### src/rtl/ctrl_pkg.sv
// ctrl_pkg
// Shared definitions for the multicycle RV64 control unit: FSM state
// encoding, major opcodes, branch funct3 codes, ALU operation codes and
// datapath mux-select encodings, plus the funct3/funct7 -> ALU op decoder.
package ctrl_pkg;

    typedef enum logic [3:0] {
        S_RESET,
        S_FETCH_WAIT,
        S_FETCH,
        S_DECODE,
        S_EXEC_R,
        S_EXEC_I,
        S_WB_ALU,
        S_ADDR,
        S_MEM_RD_WAIT,
        S_MEM_WB,
        S_MEM_WR,
        S_BRANCH,
        S_LUI,
        S_JAL,
        S_JALR,
        S_TRAP
    } state_t;

    // Major opcodes (instruction bits [6:0])
    localparam logic [6:0] OP_R      = 7'b0110011;
    localparam logic [6:0] OP_I_ALU  = 7'b0010011;
    localparam logic [6:0] OP_LOAD   = 7'b0000011;
    localparam logic [6:0] OP_STORE  = 7'b0100011;
    localparam logic [6:0] OP_BRANCH = 7'b1100011;
    localparam logic [6:0] OP_LUI    = 7'b0110111;
    localparam logic [6:0] OP_JAL    = 7'b1101111;
    localparam logic [6:0] OP_JALR   = 7'b1100111;

    // Branch funct3 codes
    localparam logic [2:0] F3_BEQ = 3'b000;
    localparam logic [2:0] F3_BNE = 3'b001;
    localparam logic [2:0] F3_BLT = 3'b100;
    localparam logic [2:0] F3_BGE = 3'b101;

    // ALU operation codes (0 = idle)
    localparam logic [2:0] ALU_NONE = 3'd0;
    localparam logic [2:0] ALU_ADD  = 3'd1;
    localparam logic [2:0] ALU_SUB  = 3'd2;
    localparam logic [2:0] ALU_AND  = 3'd3;
    localparam logic [2:0] ALU_OR   = 3'd4;
    localparam logic [2:0] ALU_XOR  = 3'd5;
    localparam logic [2:0] ALU_SLT  = 3'd6;

    // ALU input A select
    localparam logic [1:0] MUX_A_PC     = 2'b00;
    localparam logic [1:0] MUX_A_REG    = 2'b01;
    localparam logic [1:0] MUX_A_PC_OLD = 2'b10;

    // ALU input B select
    localparam logic [1:0] MUX_B_REG    = 2'b00;
    localparam logic [1:0] MUX_B_FOUR   = 2'b01;
    localparam logic [1:0] MUX_B_IMM    = 2'b10;
    localparam logic [1:0] MUX_B_IMM_SH = 2'b11;

    // Register-file write data select
    localparam logic [1:0] DATA_ALU = 2'b00;
    localparam logic [1:0] DATA_MDR = 2'b01;
    localparam logic [1:0] DATA_PC  = 2'b10;
    localparam logic [1:0] DATA_IMM = 2'b11;

    // funct3 (and funct7 bit 5 for register ops) -> ALU op.
    // sub_sel must be 0 for immediate ops, where funct7 is not an opcode field.
    // Unsupported funct3 values fall back to add.
    function automatic logic [2:0] alu_op_decode(input logic [2:0] funct3,
                                                 input logic       sub_sel);
        logic [2:0] op;
        case (funct3)
            3'b000:  op = sub_sel ? ALU_SUB : ALU_ADD;
            3'b010:  op = ALU_SLT;
            3'b100:  op = ALU_XOR;
            3'b110:  op = ALU_OR;
            3'b111:  op = ALU_AND;
            default: op = ALU_ADD;
        endcase
        return op;
    endfunction

endpackage

### src/rtl/wait_counter.sv
// wait_counter
// 4-bit down counter used to hold the FSM in a memory wait state.
// Loading sets it to WAIT_CYCLES-1 (0 when WAIT_CYCLES is 0), so a wait
// state lasts WAIT_CYCLES cycles (at least one). Decrement saturates at 0.
// Ports:
//   clk   in  clock, rising edge
//   srst  in  synchronous reset, active-high (clears the count)
//   load  in  load WAIT_CYCLES-1 (takes priority over dec)
//   dec   in  decrement by one, never below 0
//   done  out count is 0 (last cycle of the wait)
module wait_counter #(
    parameter int WAIT_CYCLES = 1
) (
    input  logic clk,
    input  logic srst,
    input  logic load,
    input  logic dec,
    output logic done
);

    localparam logic [3:0] LOAD_VAL = (WAIT_CYCLES == 0) ? 4'd0 : 4'(WAIT_CYCLES - 1);

    logic [3:0] count_q;
    logic [3:0] count_d;

    always_comb begin
        count_d = count_q;
        if (load) begin
            count_d = LOAD_VAL;
        end else if (dec && (count_q != 4'd0)) begin
            count_d = count_q - 4'd1;
        end
    end

    always_ff @(posedge clk) begin
        if (srst) begin
            count_q <= 4'd0;
        end else begin
            count_q <= count_d;
        end
    end

    assign done = (count_q == 4'd0);

endmodule

### src/rtl/multicycle_ctrl_unit.sv
// multicycle_ctrl_unit
// Multicycle RV64 control FSM: fetch/decode/execute/memory/writeback for
// R-type, I-type ALU, ld, sd, beq/bne/blt/bge, lui, jal and jalr, with
// WAIT_CYCLES memory wait states before fetch and load data.
// Optional feature macro: CTRL_TRAP_EN -- illegal opcodes enter a sticky
// TRAP state and a TRAP output is added; otherwise they act as a NOP.
// Ports:
//   CLK, RST (sync, active-high)        clock / reset
//   INSTRUCAO[31:0]                     instruction register contents
//   ZERO_ALU, MENOR_ALU                 ALU flags (result==0, signed A<B)
//   WR_BANCO_REG, SELECT_MUX_DATA[1:0]  register-file write enable / data source
//   wrDataMemReg, WR_ALU_OUT            MDR / ALUOut load enables
//   wrDataMem                           data-memory write enable
//   reset_wire                          datapath reset pulse
//   operacao[ALU_OP_W-1:0]              ALU operation
//   WRITE_PC, PC_SRC                    PC load enable / source
//   LOAD_IR, WR_MEM_INSTR               IR load enable / instr-mem write (0)
//   SELETOR_MUX_A/B[1:0]                ALU operand selects
//   TRAP (only with CTRL_TRAP_EN)       high while trapped
module multicycle_ctrl_unit
    import ctrl_pkg::*;
#(
    parameter int ALU_OP_W    = 3,
    parameter int WAIT_CYCLES = 1
) (
    input  logic                CLK,
    input  logic                RST,
    input  logic [31:0]         INSTRUCAO,
    input  logic                ZERO_ALU,
    input  logic                MENOR_ALU,
    output logic                WR_BANCO_REG,
    output logic [1:0]          SELECT_MUX_DATA,
    output logic                wrDataMemReg,
    output logic                WR_ALU_OUT,
    output logic                wrDataMem,
    output logic                reset_wire,
    output logic [ALU_OP_W-1:0] operacao,
    output logic                WRITE_PC,
    output logic                PC_SRC,
    output logic                LOAD_IR,
    output logic                WR_MEM_INSTR,
    output logic [1:0]          SELETOR_MUX_A,
    output logic [1:0]          SELETOR_MUX_B
`ifdef CTRL_TRAP_EN
    ,
    output logic                TRAP
`endif
);

    // With no wait states FETCH_WAIT is bypassed entirely.
    localparam state_t FETCH_ENTRY = (WAIT_CYCLES == 0) ? S_FETCH : S_FETCH_WAIT;

    state_t     state_q;
    state_t     state_d;
    logic [2:0] alu_op;
    logic       wait_load;
    logic       wait_dec;
    logic       wait_done;

    logic [6:0] opcode;
    logic [2:0] funct3;
    assign opcode = INSTRUCAO[6:0];
    assign funct3 = INSTRUCAO[14:12];

    // Register indices and most immediate bits belong to the datapath.
    logic unused_instr_bits;
    assign unused_instr_bits = ^{INSTRUCAO[31], INSTRUCAO[29:15], INSTRUCAO[11:7]};

    // Reload the counter whenever a wait state is entered from elsewhere.
    assign wait_load = ((state_d == S_FETCH_WAIT) || (state_d == S_MEM_RD_WAIT))
                       && (state_d != state_q);
    assign wait_dec  = (state_q == S_FETCH_WAIT) || (state_q == S_MEM_RD_WAIT);

    wait_counter #(
        .WAIT_CYCLES(WAIT_CYCLES)
    ) u_wait_counter (
        .clk  (CLK),
        .srst (RST),
        .load (wait_load),
        .dec  (wait_dec),
        .done (wait_done)
    );

    always_ff @(posedge CLK) begin
        if (RST) begin
            state_q <= S_RESET;
        end else begin
            state_q <= state_d;
        end
    end

    always_comb begin
        state_d         = state_q;
        WR_BANCO_REG    = 1'b0;
        SELECT_MUX_DATA = DATA_ALU;
        wrDataMemReg    = 1'b0;
        WR_ALU_OUT      = 1'b0;
        wrDataMem       = 1'b0;
        reset_wire      = 1'b0;
        alu_op          = ALU_NONE;
        WRITE_PC        = 1'b0;
        PC_SRC          = 1'b0;
        LOAD_IR         = 1'b0;
        WR_MEM_INSTR    = 1'b0;
        SELETOR_MUX_A   = MUX_A_PC;
        SELETOR_MUX_B   = MUX_B_REG;

        case (state_q)
            S_RESET: begin
                reset_wire = 1'b1;
                state_d    = FETCH_ENTRY;
            end
            S_FETCH_WAIT: begin
                if (wait_done) state_d = S_FETCH;
            end
            S_FETCH: begin
                LOAD_IR       = 1'b1;
                SELETOR_MUX_A = MUX_A_PC;
                SELETOR_MUX_B = MUX_B_FOUR;
                alu_op        = ALU_ADD;
                WRITE_PC      = 1'b1;
                state_d       = S_DECODE;
            end
            S_DECODE: begin
                // Precompute PC_OLD + (imm<<1) into ALUOut for branch/jal.
                SELETOR_MUX_A = MUX_A_PC_OLD;
                SELETOR_MUX_B = MUX_B_IMM_SH;
                alu_op        = ALU_ADD;
                WR_ALU_OUT    = 1'b1;
                case (opcode)
                    OP_R:               state_d = S_EXEC_R;
                    OP_I_ALU:           state_d = S_EXEC_I;
                    OP_LOAD, OP_STORE:  state_d = S_ADDR;
                    OP_BRANCH:          state_d = S_BRANCH;
                    OP_LUI:             state_d = S_LUI;
                    OP_JAL:             state_d = S_JAL;
                    OP_JALR:            state_d = S_JALR;
`ifdef CTRL_TRAP_EN
                    default:            state_d = S_TRAP;
`else
                    default:            state_d = FETCH_ENTRY;
`endif
                endcase
            end
            S_EXEC_R: begin
                SELETOR_MUX_A = MUX_A_REG;
                SELETOR_MUX_B = MUX_B_REG;
                alu_op        = alu_op_decode(funct3, INSTRUCAO[30]);
                WR_ALU_OUT    = 1'b1;
                state_d       = S_WB_ALU;
            end
            S_EXEC_I: begin
                SELETOR_MUX_A = MUX_A_REG;
                SELETOR_MUX_B = MUX_B_IMM;
                alu_op        = alu_op_decode(funct3, 1'b0);
                WR_ALU_OUT    = 1'b1;
                state_d       = S_WB_ALU;
            end
            S_WB_ALU: begin
                WR_BANCO_REG    = 1'b1;
                SELECT_MUX_DATA = DATA_ALU;
                state_d         = FETCH_ENTRY;
            end
            S_ADDR: begin
                SELETOR_MUX_A = MUX_A_REG;
                SELETOR_MUX_B = MUX_B_IMM;
                alu_op        = ALU_ADD;
                WR_ALU_OUT    = 1'b1;
                state_d       = (opcode == OP_STORE) ? S_MEM_WR : S_MEM_RD_WAIT;
            end
            S_MEM_RD_WAIT: begin
                // Load data is valid on the final wait cycle only.
                if (wait_done) begin
                    wrDataMemReg = 1'b1;
                    state_d      = S_MEM_WB;
                end
            end
            S_MEM_WB: begin
                WR_BANCO_REG    = 1'b1;
                SELECT_MUX_DATA = DATA_MDR;
                state_d         = FETCH_ENTRY;
            end
            S_MEM_WR: begin
                wrDataMem = 1'b1;
                state_d   = FETCH_ENTRY;
            end
            S_BRANCH: begin
                SELETOR_MUX_A = MUX_A_REG;
                SELETOR_MUX_B = MUX_B_REG;
                alu_op        = ALU_SUB;
                case (funct3)
                    F3_BEQ:  WRITE_PC = ZERO_ALU;
                    F3_BNE:  WRITE_PC = ~ZERO_ALU;
                    F3_BLT:  WRITE_PC = MENOR_ALU;
                    F3_BGE:  WRITE_PC = ~MENOR_ALU;
                    default: WRITE_PC = 1'b0;
                endcase
                PC_SRC  = WRITE_PC;
                state_d = FETCH_ENTRY;
            end
            S_LUI: begin
                WR_BANCO_REG    = 1'b1;
                SELECT_MUX_DATA = DATA_IMM;
                state_d         = FETCH_ENTRY;
            end
            S_JAL: begin
                WR_BANCO_REG    = 1'b1;
                SELECT_MUX_DATA = DATA_PC;
                WRITE_PC        = 1'b1;
                PC_SRC          = 1'b1;
                state_d         = FETCH_ENTRY;
            end
            S_JALR: begin
                WR_BANCO_REG    = 1'b1;
                SELECT_MUX_DATA = DATA_PC;
                SELETOR_MUX_A   = MUX_A_REG;
                SELETOR_MUX_B   = MUX_B_IMM;
                alu_op          = ALU_ADD;
                WRITE_PC        = 1'b1;
                PC_SRC          = 1'b0;
                state_d         = FETCH_ENTRY;
            end
            S_TRAP: begin
                state_d = S_TRAP;
            end
            default: begin
                state_d = S_RESET;
            end
        endcase
    end

    assign operacao = ALU_OP_W'(alu_op);

`ifdef CTRL_TRAP_EN
    assign TRAP = (state_q == S_TRAP);
`endif

endmodule

### config.mk
export PLATFORM = sky130hd
export DESIGN_NAME = multicycle_ctrl_unit
export DESIGN_NICKNAME = d
export VERILOG_FILES = /design/src/rtl/ctrl_pkg.sv /design/src/rtl/wait_counter.sv /design/src/rtl/multicycle_ctrl_unit.sv
export SDC_FILE = /design/constraint.sdc
export NUM_CORES = 1
export LEC_CHECK = 0
export ABC_AREA = 0
export BUFFER_PORTS_ARGS = -buffer_cell sky130_fd_sc_hd__buf_2
export CAP_MARGIN = 20
export CORE_MARGIN = 4
export CORE_UTILIZATION = 35
export DETAILED_ROUTE_END_ITERATION = 8
export PLACE_DENSITY = 0.68
export SKIP_CTS_REPAIR_TIMING = 1
export SLEW_MARGIN = 0
export SYNTH_ARGS = -nofsm -noshare
export SYNTH_HDL_FRONTEND = slang
export SYNTH_HIERARCHICAL = 1
export SYNTH_SLANG_ARGS = --single-unit
### constraint.sdc
create_clock -name CLK -period 3.2 [get_ports CLK]
set_clock_uncertainty 0.05 [all_clocks]
set_input_delay 0.16 -clock CLK [delete_from_list [all_inputs] [get_ports CLK]]
set_output_delay 0.16 -clock CLK [all_outputs]
set_load 0.05 [all_outputs]
# Word level (Yosys, flattened, before mapping)
# Index checks and enable logic that the tools add are counted.
[word_totals]
register_bits = 8
input_bits = 36
out_inout_bits = 18
elab_cells = 78
[op_classes]
add_sub_neg = 1
eq_ne = 32
mux = 22
bitwise = 2
reduce_logical = 19
[op_table]
columns = ["operator", "count"]
rows = [
  ["4-bit equality test, second input constant", 9],
  ["4-bit one-hot mux with 8 select lines", 1],
  ["4-bit one-hot mux with 7 select lines", 1],
  ["3-bit one-hot mux with 4 select lines", 2],
  ["7-bit by 6-bit equality test with 1-bit output, second input constant", 3],
  ["7-bit equality test, second input constant", 3],
  ["4-bit by 3-bit equality test with 1-bit output, second input constant", 4],
  ["3-bit one-hot mux with 5 select lines", 1],
  ["3-bit equality test, second input constant", 4],
  ["2-bit one-hot mux with 3 select lines", 2],
  ["5-bit OR reduction", 2],
  ["4-bit by 1-bit equality test with 1-bit output, second input constant", 2],
  ["4-bit by 2-bit equality test with 1-bit output, second input constant", 2],
  ["4-bit logical NOT", 2],
  ["4-bit 2-to-1 mux", 2],
  ["2-bit OR reduction", 4],
  ["4-bit OR reduction", 2],
  ["8-bit OR reduction", 1],
  ["7-bit by 2-bit equality test with 1-bit output, second input constant", 1],
  ["7-bit by 5-bit equality test with 1-bit output, second input constant", 1],
  ["1-bit 2-to-1 mux", 7],
  ["3-bit OR reduction", 2],
  ["2-bit 2-to-1 mux", 2],
  ["4-bit inequality test", 1],
  ["other kinds (11)", 15],
]

# Logic depth before layout (Yosys ltp)
# Gate-level depths: netlist of the first run.
[depth]
ltp_word = 8
ltp_mapped = 12
ltp_nobuf = 12

# Cells and area by module
# Netlist of the first run, hierarchy kept.
[modules_own_cells]
columns = ["mod", "n_inst", "cells_per_inst", "area_each_um2", "seq_area_each_um2"]
rows = [
  ["multicycle_ctrl_unit", 1, 100, 639.4, 80.1],
  ["wait_counter", 1, 25, 210.2, 80.1],
]

# Worst setup path before layout of the first run
# No wires, ideal clock.
[synth_path]
path_kind = "reg2reg"
from = "reg u_wait_counter.count_q[0]"
to = "reg u_wait_counter.count_q[3]"
setup_ns = 0.087
arrival_ns = 2.413
required_time_ns = 3.063
setup_slack_ns = 0.650
stages_incl_launch_ff = 12
n_path_buf = 0
synth_period_minus_slack_ns = 2.550
path_cell_list = "dfxtp_1 -> inv_1 -> ha_1 -> or3b_4 -> inv_1 -> or4b_1 -> a21oi_1 -> o22ai_1 -> o311a_1 -> o211a_1 -> or3_1 -> o31ai_1"
[synth_between]
elab_chain_cells = 7
elab_cells_between_ends = 13
cone_classes = "1 x add/sub; 3 x eq/ne; 3 x mux; 6 x reduce/logical"
[synth_rtl]
columns = ["element", "line_no", "source"]
rows = [
  ["start, declared", "wait_counter.sv:23", "logic [3:0] count_q;"],
  ["start signal, assigned", "wait_counter.sv:39", "count_q <= count_d;"],
  ["4-bit logical NOT *", "wait_counter.sv:43", "assign done = (count_q == 4'd0);"],
  ["net wait_done", "multicycle_ctrl_unit.sv:58", "logic wait_done;"],
  ["4-bit 2-to-1 mux (on tied branches)", "multicycle_ctrl_unit.sv:173, multicycle_ctrl_unit.sv:114", ""],
  ["4-bit one-hot mux with 8 select lines *", "multicycle_ctrl_unit.sv:108", "case (state_q)"],
  ["4-bit by 1-bit equality test with 1-bit output / 4-bit equality test (equally long branches)", "multicycle_ctrl_unit.sv:70", "assign wait_load = ((state_d == S_FETCH_WAIT) || (state_d == S_MEM_RD_WAIT))"],
  ["1-bit logical OR", "multicycle_ctrl_unit.sv:70", ""],
  ["1-bit logical AND *", "multicycle_ctrl_unit.sv:71", "&& (state_d != state_q);"],
  ["net wait_load", "multicycle_ctrl_unit.sv:56", "logic wait_load;"],
  ["2-bit OR reduction (no line) *", "--", ""],
]
# Mark *: on every way through the listed nets, which the timed path passes. The rest lies on a longest branch.
# A chain may end at the register's enable or synchronous reset.

# Worst setup path in the final report of the first run
# Same ends and word-level chain as after synthesis.

==> run summary, run 1 <==
The synthesized-area fraction occupied by ao, oa, aoi and oai cells is 27.8%. The cell depth of the worst min-delay path came out at 2. The worst setup path is captured at a flip-flop.

Synthesis produced a netlist whose cell count is 125. In this run the horizontal extent of the chip is 57.3 um. The multiplexer area fraction after synthesis is 1.18%. The count of final hold-check violations came to 0. For this design, the sink count on the clock tree is 8. The storage element area came out at 160 um^2.

The net load switching power is 121 uW. The antenna cell count is 0. In this run the biggest area consumer among cell types represents 18.9% of the synthesized area. CTS placed an instance of clkbuf_4 at the clock tree root.

The analysis attributes to cell leakage a power of 0.000472 uW. The maximum resistive drop on vdd is 177 uV. The detailed-route DRC error count came out at 0. The placed wire-length estimate came out at 1.76 mm.

The number of different library cells used by synthesis comes to 47. The time the final worst path needs with I/O delays and setup came out at 2.80 ns. The height of the chip came out at 57.3 um. At the end of the flow, the number of nets in the layout was 192. The adder-cell area share of the yosys netlist is 1.47%. The congestion estimate from routability-driven global placement came to 0.863. The number of CTS-inserted buffers is 3. After synthesis, the cell types taking the most area are dfxtp_1, nand2_1, nand2b_1, nor2_1, a21oi_1. The number of DRC markers after the initial detailed-route iteration came out at 40. In this run the number of H-tree levels came out at 1.

The cell type contributing the most total cell area after synthesis is dfxtp_1. The number of enable flip-flop cells after synthesis is 0. 54 I/O pins were placed.

The total wire length is 2.34 mm. The switching part of the total is 39.5%. The placed instances occupy a cell area of 1020 um^2. The area occupied by multi-input gates came out at 621 um^2. The slew at the pin closest to its max-slew limit came out at 0.747 ns. Buffers placed on the I/O ports in this run total 31. The path class of the tightest hold or removal check is in -> reg.

The floorplan step defined a core boundary enclosing 2250 um^2. The areal power density over the cells came out at 293 nW/um^2. The number of max-slew violations in the final report came to 0. The number of warnings reported in the yosys synthesis log came out at 6. The number of routed nets with antenna violations is 0. At the worst endpoint, the arrival time is 2.91 ns. The layout overhead on the synthesized area is 22.7%.

For this run, the detailed router's first-pass iteration total came to 6. The maximum root-to-sink buffer count came out at 2. TritonCTS built the clock tree. The async set-reset flop share out of synthesis is 0%. The via count of the first global-routing pass is 893. The final route contains 1024 vias. The proportion of layout cells with a drive suffix above 1 came out at 25.5%. The count of fill cells added during filler insertion is 250. The mapped netlist covers 850 um^2. The maximum net fanout on the critical path came out at 5. The area enclosed by the die boundary came out at 3280 um^2. The internal power is 185 uW.

The global-route wire length before repair is 3.82 mm. The number of antenna violations at the first check in global routing is 0. The fraction of the yosys area taken by sequential cells came out at 18.9%.

The flow ran to the end, and the final reports show no timing, DRC or antenna violations. The required time reported for the critical path endpoint came out at 3.32 ns. The total routing resource utilization after global routing came out at 14.1%.

The count of cells along the worst register-to-register path came out at 11. The achievable clock frequency is 357 MHz. The largest net degree at the start of global routing came out at 23.

Using the TritonRoute via totals, the vias-per-cell ratio works out to 5.66. The combinational group share of total power came out at 41.0%. Setup repair after global routing left no endpoint under its margin. The net count after synthesis came out at 162.

The total congestion overflow came out at 0. The xor and xnor area share after synthesis is 3.09%. The final total negative setup slack is 0 ns. Headroom to the max-slew limit came out at 49.8%.

After clock tree synthesis, the clock-pin slew on the worst setup and hold paths is 0.05 ns. The worst setup path is launched from a flip-flop. The main combinational cell family by area after synthesis is simple AND/OR/NAND/NOR gates.

The average detailed-routed wire length per instance is 12.9 um. The cell area after layout is 1040 um^2. The synthesized area per cell is 6.80 um^2.

Of the total power, the clock network draws 25.1%. The critical path is of the reg -> reg type. The max capacitance violation total came out at 0.

The sequential cell fraction of total power came out at 33.9%. The initial core utilization is 37.7%. The initialized floorplan defines 17 standard-cell rows.

The post-synthesis simple-gate area fraction is 39.0%. The final setup violation count is 0. The final critical-path share of the clock period came out at 87.4%. After synthesis the netlist holds a flip-flop and latch count of 8. The clock latency on the worst-skew pair is 0.25 ns. In the synthesized netlist the dominant register cell turns out to be dfxtp_1.
==> sequential cells by signal (all words and copies together), names as in the netlist <==
name / count
state_q: 4
u_wait_counter/count_q: 4
==> per-stage QoR <==
stage	cells	utilization [%]	total power, uW	setup slack [ns]	hold slack, ns
6_report	181	46.2	306	0.403	0.0947
5_1_grt	181	46.2	326	0.190	0.0993
4_1_cts	181	46.2	310	0.416	0.0870
3_5_place_dp	178	45.2	230	0.432	0.363
3_3_place_gp	178	45.2	228	0.478	0.355
2_1_floorplan	125	-	196	0.650	0.179
==> power groups by stage <==
| stage | clock network [uW] | logic [uW] | registers [uW] |
|---|---|---|---|
| floorplan | 0 | 90.3 | 105 |
| global placement | 0 | 122 | 106 |
| detailed placement | 0 | 124 | 106 |
| CTS | 81.5 | 125 | 104 |
| global route | 86.4 | 136 | 104 |
| finish | 76.8 | 125 | 104 |
==> kinds of logic (layout without fill, tap and decap cells) <==
family,after synthesis,count (layout)
compound gates,34,34
xor+xnor,3,3
fa+ha+maj,1,1
buf+inv,17,45
flops,8,8
mux,1,1
other cells,1,1
simple gates,60,60
==> metal layers <==
metal | wire length (um) | track usage (%) | up-vias
li1 | - | - | 516
met1 | 994 | 17.7 | 463
met5 | 0 | 0 | -
met3 | 172 | 2.49 | 2
met2 | 1170 | 23.8 | 43
met4 | 5 | 5.63 | 0
==> worst max-delay path: stages, from the launching register on <==
cell	delay [ns]
dfxtp_1	0.33
inv_1	0.07
ha_1	0.23
or3b_4	0.26
inv_1	0.09
or4b_1	0.47
a21oi_1	0.15
o22ai_1	0.13
o311a_1	0.14
o211a_1	0.26
or3_1	0.35
o31ai_1	0.19
==> area by class of cell <==
class                      count  share of cell area, %
timing repair buffer          33                   16.3
inverter                       9                   3.24
tap                           28                   3.36
clock buffer                   3                   2.16
sequential                     8                   15.4
multi-input combinational    100                   59.5
==> final timing paths <==
kind / from / slack, ns / end
hold reg to reg: u_wait_counter/count_q[3] / 0.45 / u_wait_counter/count_q[3]
setup reg to reg: u_wait_counter/count_q[0] / 0.40 / u_wait_counter/count_q[3]
setup / recovery: u_wait_counter/count_q[0] / 0.40 / u_wait_counter/count_q[3]
hold / removal: RST / 0.09 / state_q[3]
==> layout by cell type, fill, tap and decap left out, types with 3 or more instances in the layout <==
cell	netlist	layout
o21ai_0	6	6
a21oi_1	8	8
buf_2	1	31
nor2_1	11	11
nor3_1	6	6
nand2b_1	7	7
nand2_1	12	12
nor4_1	3	3
inv_1	9	9
o22ai_1	3	3
nor2b_1	4	4
dfxtp_1	8	8
or3_1	3	3
clkbuf_4	0	3
nand3_1	3	3
==> synth_stat cells (all sizes together) (2+ instances only) <==
master and count:
or3 3, nor4 3, o22ai 3, nand3 3
nand2 12, nor3 6, and3 2, a211oi 2
nor2 11, buf 6, nand2b 7, clkbuf 2
o21ai 6, inv 9, or4b 2, a31oi 2
dfxtp 8, nor2b 4, xor2 2, a21oi 8
Power figures use the tool's default switching activity.
==> run 2: changes to the inputs <==
==> constraint.sdc (replaced) <==
create_clock -name CLK -period 2.7 [get_ports CLK]
set_clock_uncertainty 0.05 [all_clocks]
set_input_delay 0.135 -clock CLK [delete_from_list [all_inputs] [get_ports CLK]]
set_output_delay 0.135 -clock CLK [all_outputs]
set_load 0.05 [all_outputs]
==> run summary, run 2 (synthesized netlist as in run 1, its figures left out) <==
The flow ran to the end, and the final reports show no timing, DRC or antenna violations. The number of clock sinks seen by CTS is 8. The achievable clock frequency is 387 MHz. The post-route worst hold slack is 0.0866 ns. In the final layout, the share of cells above drive strength 1 is 36.0%. The cell area after layout is 1140 um^2.

Leaving out fill and tap cells, the most frequent cells in the layout are buf_2, nand2_1, nor2_1, buf_4. The average detailed-routed wire length per instance came out at 13.4 um. The layout net count came out at 200. The clock edge transition at the registers on the reported setup and hold paths came out at 0.06 ns. The areal power density over the cells came out at 334 nW/um^2. The static leakage power is 0.000520 uW. The largest registers in the layout are state_q x4, u_wait_counter/count_q x4. The final total negative setup slack is 0 ns.

Relative to the synthesized area, the layout overhead comes to 34.0%. The maximum resistive drop on vdd came out at 254 uV. Max-cap violations in this run came to 0. The type of the worst setup path is reg -> reg. The number of CTS-inserted buffers is 3. The time the final worst path needs with I/O delays and setup came out at 2.59 ns. The number of max-slew violations in the final report is 0. The launch instance of the worst min-delay path is RST. The final weighted congestion of routability-driven global placement came out at 0.907.

Entering global routing, the biggest net connects 19 pins. The area occupied by multi-input gates is 654 um^2. The number of vias in the routed layout is 1073. The first TritonRoute pass finished after 4 iterations. Excluding fillers, the count of instances in the completed layout stands at 189. The total congestion overflow came out at 0. The tree is rooted in a clkbuf_4. The via-per-instance ratio came out at 5.68. In this run the critical register-to-register path is launched from u_wait_counter/count_q[1]. The total I/O pin count is 54. The total wire length is 2.54 mm. The worst register-to-register path ends at u_wait_counter/count_q[3]. The count of cells along the worst register-to-register path came out at 11. The number of antenna violations at the first check in global routing is 0.

The library cell used most frequently in the layout, excluding fill and tap cells, is buf_2. The placed wire-length estimate came out at 1.91 mm. The final critical-path share of the clock period came out at 95.8%.

The post-detailed-placement cell area is 1080 um^2. The count of port buffers added during placement came out at 31. The required time reported for the critical path endpoint came out at 2.83 ns. The maximum net fanout on the critical path came out at 4. The clock latency on the worst-skew pair came out at 0.26 ns. The slack of the worst reg-to-reg path is 0.11 ns. After filler insertion, the fill cell instance count of the layout stands at 251.

In this run, the number of DRC markers left after iteration 0 of detailed routing was 24. The die is 57.3 um wide. The initial core utilization is 37.7%. Setup violations remaining at the end of the flow were counted as 0.

The total number of H-tree levels is 1. STA classifies the critical path startpoint as a flip-flop. Data on the critical path arrives at its endpoint at 2.72 ns. The total chip power came out at 380 uW. The area of the placeable core came out at 2250 um^2. The global-route wire length before repair came out at 4.16 mm.

STA classifies the critical path endpoint as a flip-flop. The antenna cell count is 0. In this run the worst setup path terminates at u_wait_counter/count_q[3]. Across the whole layout, storage elements account for 163 um^2. The detailed-route DRC error count came out at 0. The maximum root-to-sink buffer count came out at 2. The initialized floorplan defines 17 standard-cell rows. After detailed placement, the design holds a cell count of 186.

The clock tree from TritonCTS is done. The tightest min-delay check is of the in -> reg type. The via count of the first global-routing pass is 1020.

The floorplan step set the die height to 57.3 um. The total routing resource utilization after global routing came out at 15.6%. The die covers 3280 um^2. Tracing the worst setup path back leads to its startpoint at u_wait_counter/count_q[1].

The number of routed nets with antenna violations is 0. The count of final hold-check violations came out at 0.
==> run 2: power breakdown <==
| part | total, uW | switching (uW) | internal, uW |
|---|---|---|---|
| logic | 160 | 104 | 56.2 |
| clock network | 95.6 | 44.5 | 51.1 |
| registers | 125 | 3.96 | 121 |
==> run 2: worst min path at each step <==
stage	slack (ns)	cells past startpoint	to
6_report	0.09	2	state_q[1]
5_1_grt	0.1	2	state_q[1]
4_1_cts	0.07	2	state_q[1]
3_5_place_dp	0.34	2	state_q[0]
3_3_place_gp	0.33	2	state_q[3]
2_1_floorplan	0.15	1	state_q[3]
==> run 2: layout make-up <==
class,count,share of cell area [%]
multi-input combinational,100,57.5
timing repair buffer,41,20.2
sequential,8,14.3
tap,28,3.08
inverter,9,2.97
clock buffer,3,1.98
==> run 2: through the flow <==
step                      setup slack (ns)  util (%)
after CTS                           0.0142      48.9
after detailed placement            0.0377      47.9
final                                0.113      50.5
after global placement              0.0419      47.9
after global routing               -0.0193      50.5
after floorplan                      0.150         -
==> run 2: per-layer routing <==
| metal | global-route usage (%) | vias up | wire length [um] |
|---|---|---|---|
| li1 | - | 530 | - |
| met1 | 16.9 | 498 | 1070 |
| met2 | 28.5 | 39 | 1260 |
| met3 | 3.62 | 6 | 176 |
| met4 | 6.95 | 0 | 41 |
| met5 | 0 | - | 0 |
==> run 2: critical path, cell delays in order (launching register included) <==
cell and delay (ns):
dfxtp_2 0.34, inv_2 0.05, ha_4 0.15, or3b_4 0.25
inv_2 0.04, or4b_4 0.47, a21oi_2 0.14, o22ai_2 0.09
o311a_1 0.13, o211a_1 0.23, or3_1 0.33, o31ai_2 0.23
==> run 3: changes to the inputs <==
--- a/config.mk
+++ b/config.mk
@@ -11,7 +11,7 @@
 export CORE_MARGIN = 4
 export CORE_UTILIZATION = 35
 export DETAILED_ROUTE_END_ITERATION = 8
-export PLACE_DENSITY = 0.68
+export PLACE_DENSITY = 0.79
 export SKIP_CTS_REPAIR_TIMING = 1
 export SLEW_MARGIN = 0
 export SYNTH_ARGS = -nofsm -noshare
==> run summary, run 3 (synthesized netlist as in run 1, its figures left out) <==
The standard cell with the maximum stage delay on the critical path is or4b_4. The min-delay analysis places its worst path in the category in -> reg. The critical path depth in cells is 11. The total I/O pin count is 54.

The clock network accounts for 23.9% of the total power. The end of the worst register-to-register path is u_wait_counter/count_q[3]. The total buffers and inverters traversed by the critical path is 2. The worst hold path was traced through 2 stages. The layout net count came out at 202. The area of the placeable core is 2250 um^2. The number of detailed-routing iterations run before antenna repair is 4. The first global-routing pass estimated 3.74 mm of wire. The maximum root-to-sink buffer count came out at 2. The number of max-slew violations in the final report is 0. The critical path goes through inv_4 > ha_4 > or3b_4 > inv_4 > or4b_4 > a21oi_4 > o22ai_2 > o311a_1 > o211a_1 > or3_1 > o31ai_1.

The count of final hold-check violations is 0. The layout overhead on the synthesized area is 36.4%. Summed over all nets, the half-perimeter wirelength after detailed placement is 1.82 mm. The total congestion overflow came out at 0. The number of cell rows came out at 17. The element type at the critical path start is a flip-flop. The height of the chip came out at 57.3 um. The time the final worst path needs with I/O delays and setup came out at 2.61 ns. The final setup violation count came out at 0.

For this run, design rule violations remaining after detail routing come to 0. Global routing used 13.8% of the available tracks across all layers. The combinational group share of total power came out at 42.7%. The completed layout was analyzed and its total power is 367 uW. The required time reported for the critical path endpoint is 2.82 ns. The initial core utilization came out at 37.7%. The run finished with clean final reports.

Clock latency on the worst-skew pair, taken at its later pin, is 0.25 ns. The achievable clock frequency is 384 MHz. The dominant cell type by count on the critical path is inv_4. The internal power is 225 uW. Setup repair after global routing could not meet its margin everywhere. Buffers placed on the I/O ports in this run total 31. In the final layout, the registers with the most flip-flops are state_q x4, u_wait_counter/count_q x4.

Broken down by cell family, the worst path's largest delay share belongs to simple AND/OR/NAND/NOR gates. The critical path's largest stage delay is 0.54 ns. The maximum resistive drop on vdd came out at 263 uV. The top cell types in the final layout, fill and taps aside, are buf_2, nand2_1, buf_4.

The number of DRC markers after the initial detailed-route iteration came out at 57. The number of antenna violations at the first check in global routing is 0. The via count of the first global-routing pass was 924.

Measured along the x axis, the die boundary spans 57.3 um. The count of nets left with antenna violations once routing finished came out at 0. In this run the most critical hold path is launched from RST. The endpoint kind of the worst setup timing path is a flip-flop. The count of cells along the worst register-to-register path came out at 11. The startpoint identified for the worst register-to-register timing path is u_wait_counter/count_q[0].

Entering global routing, the biggest net connects 19 pins. The post-detailed-placement cell area came out at 1060 um^2. The via-per-instance ratio came out at 5.52. The clock tree root driver cell is clkbuf_4. The data arrival at the endpoint of the critical path came out at 2.73 ns.

For flop-to-flop paths, the worst setup slack is 0.09 ns. TritonCTS built the clock tree. The net load switching power is 142 uW. The post-route worst hold slack is 0.0902 ns. The final critical-path share of the clock period is 96.5%. The worst setup path is of the reg -> reg kind. The number of CTS-inserted buffers is 3. The number of clock sinks seen by CTS came out at 8. The maximum net fanout on the critical path is 4.

The final cell count without fillers is 191. The static leakage power came out at 0.000531 uW. The max capacitance violation total is 0. The cell area after layout came out at 1160 um^2. The total wire length is 2.44 mm. The clock edge transition at the registers on the reported setup and hold paths came out at 0.05 ns. Fill cells in the final layout number 234. The cell total after placement came out at 183. The worst hold path terminates at state_q[2]. The sequential cell fraction of total power came out at 33.4%.

In this run the number of H-tree levels came out at 1. The areal power density over the cells is 317 nW/um^2. In this run switching power makes up 38.7% of total power. The final weighted congestion of routability-driven global placement came out at 0.892.

The number of vias in the routed layout is 1054. Dividing the detail-routed wire length by the instance count gives 12.8 um. The library cell used most frequently in the layout, excluding fill and tap cells, is buf_2.

The repair_antennas step left the layout with diodes totalling 0. Of the cells placed in the final design, the portion with a size suffix greater than 1 is 35.6%. The die covers 3280 um^2. The final total negative setup slack came out at 0 ns.
-- run 3: layout make-up --
type / count / area [um^2] / share of cell area (%)
Tap cell: 28 / 35.0 / 3.02
Multi-Input combinational cell: 100 / 654 / 56.5
Timing Repair Buffer: 43 / 245 / 21.2
Inverter: 9 / 38.8 / 3.35
Clock buffer: 3 / 22.5 / 1.94
Sequential cell: 8 / 163 / 14.0
-- run 3: power groups by stage --
stage / Clock [uW] / Combinational, uW / Sequential, uW
6_report: 87.7 / 157 / 123
5_1_grt: 101 / 168 / 123
4_1_cts: 94.1 / 153 / 122
3_5_place_dp: 0 / 152 / 125
3_3_place_gp: 0 / 151 / 125
2_1_floorplan: 0 / 107 / 125
-- run 3: worst max-delay path by stage --
| stage | start | end | slack [ns] |
|---|---|---|---|
| 6_report | u_wait_counter/count_q[0] | u_wait_counter/count_q[3] | 0.09 |
| 5_1_grt | u_wait_counter/count_q[0] | u_wait_counter/count_q[3] | -0.04 |
| 3_3_place_gp | u_wait_counter/count_q[0] | u_wait_counter/count_q[3] | 0.04 |
| 4_1_cts | u_wait_counter/count_q[0] | u_wait_counter/count_q[3] | -0.05 |
| 2_1_floorplan | u_wait_counter/count_q[0] | u_wait_counter/count_q[3] | 0.15 |
| 3_5_place_dp | u_wait_counter/count_q[0] | u_wait_counter/count_q[3] | -0.03 |
-- run 3: routing by layer --
metal,global-route usage (%),part of all wire (%),vias up
li1,-,-,532
met1,16.4,43,477
met2,24.1,49,43
met3,2.94,7.5,2
met4,5.63,0.37,0
met5,0,0,-
-- run 3: metrics by stage --
stage          setup slack, ns  util, %
2_1_floorplan            0.150        -
3_3_place_gp            0.0371     46.9
3_5_place_dp           -0.0278     46.9
4_1_cts                -0.0463     47.9
5_1_grt                -0.0406     51.4
6_report                0.0932     51.4
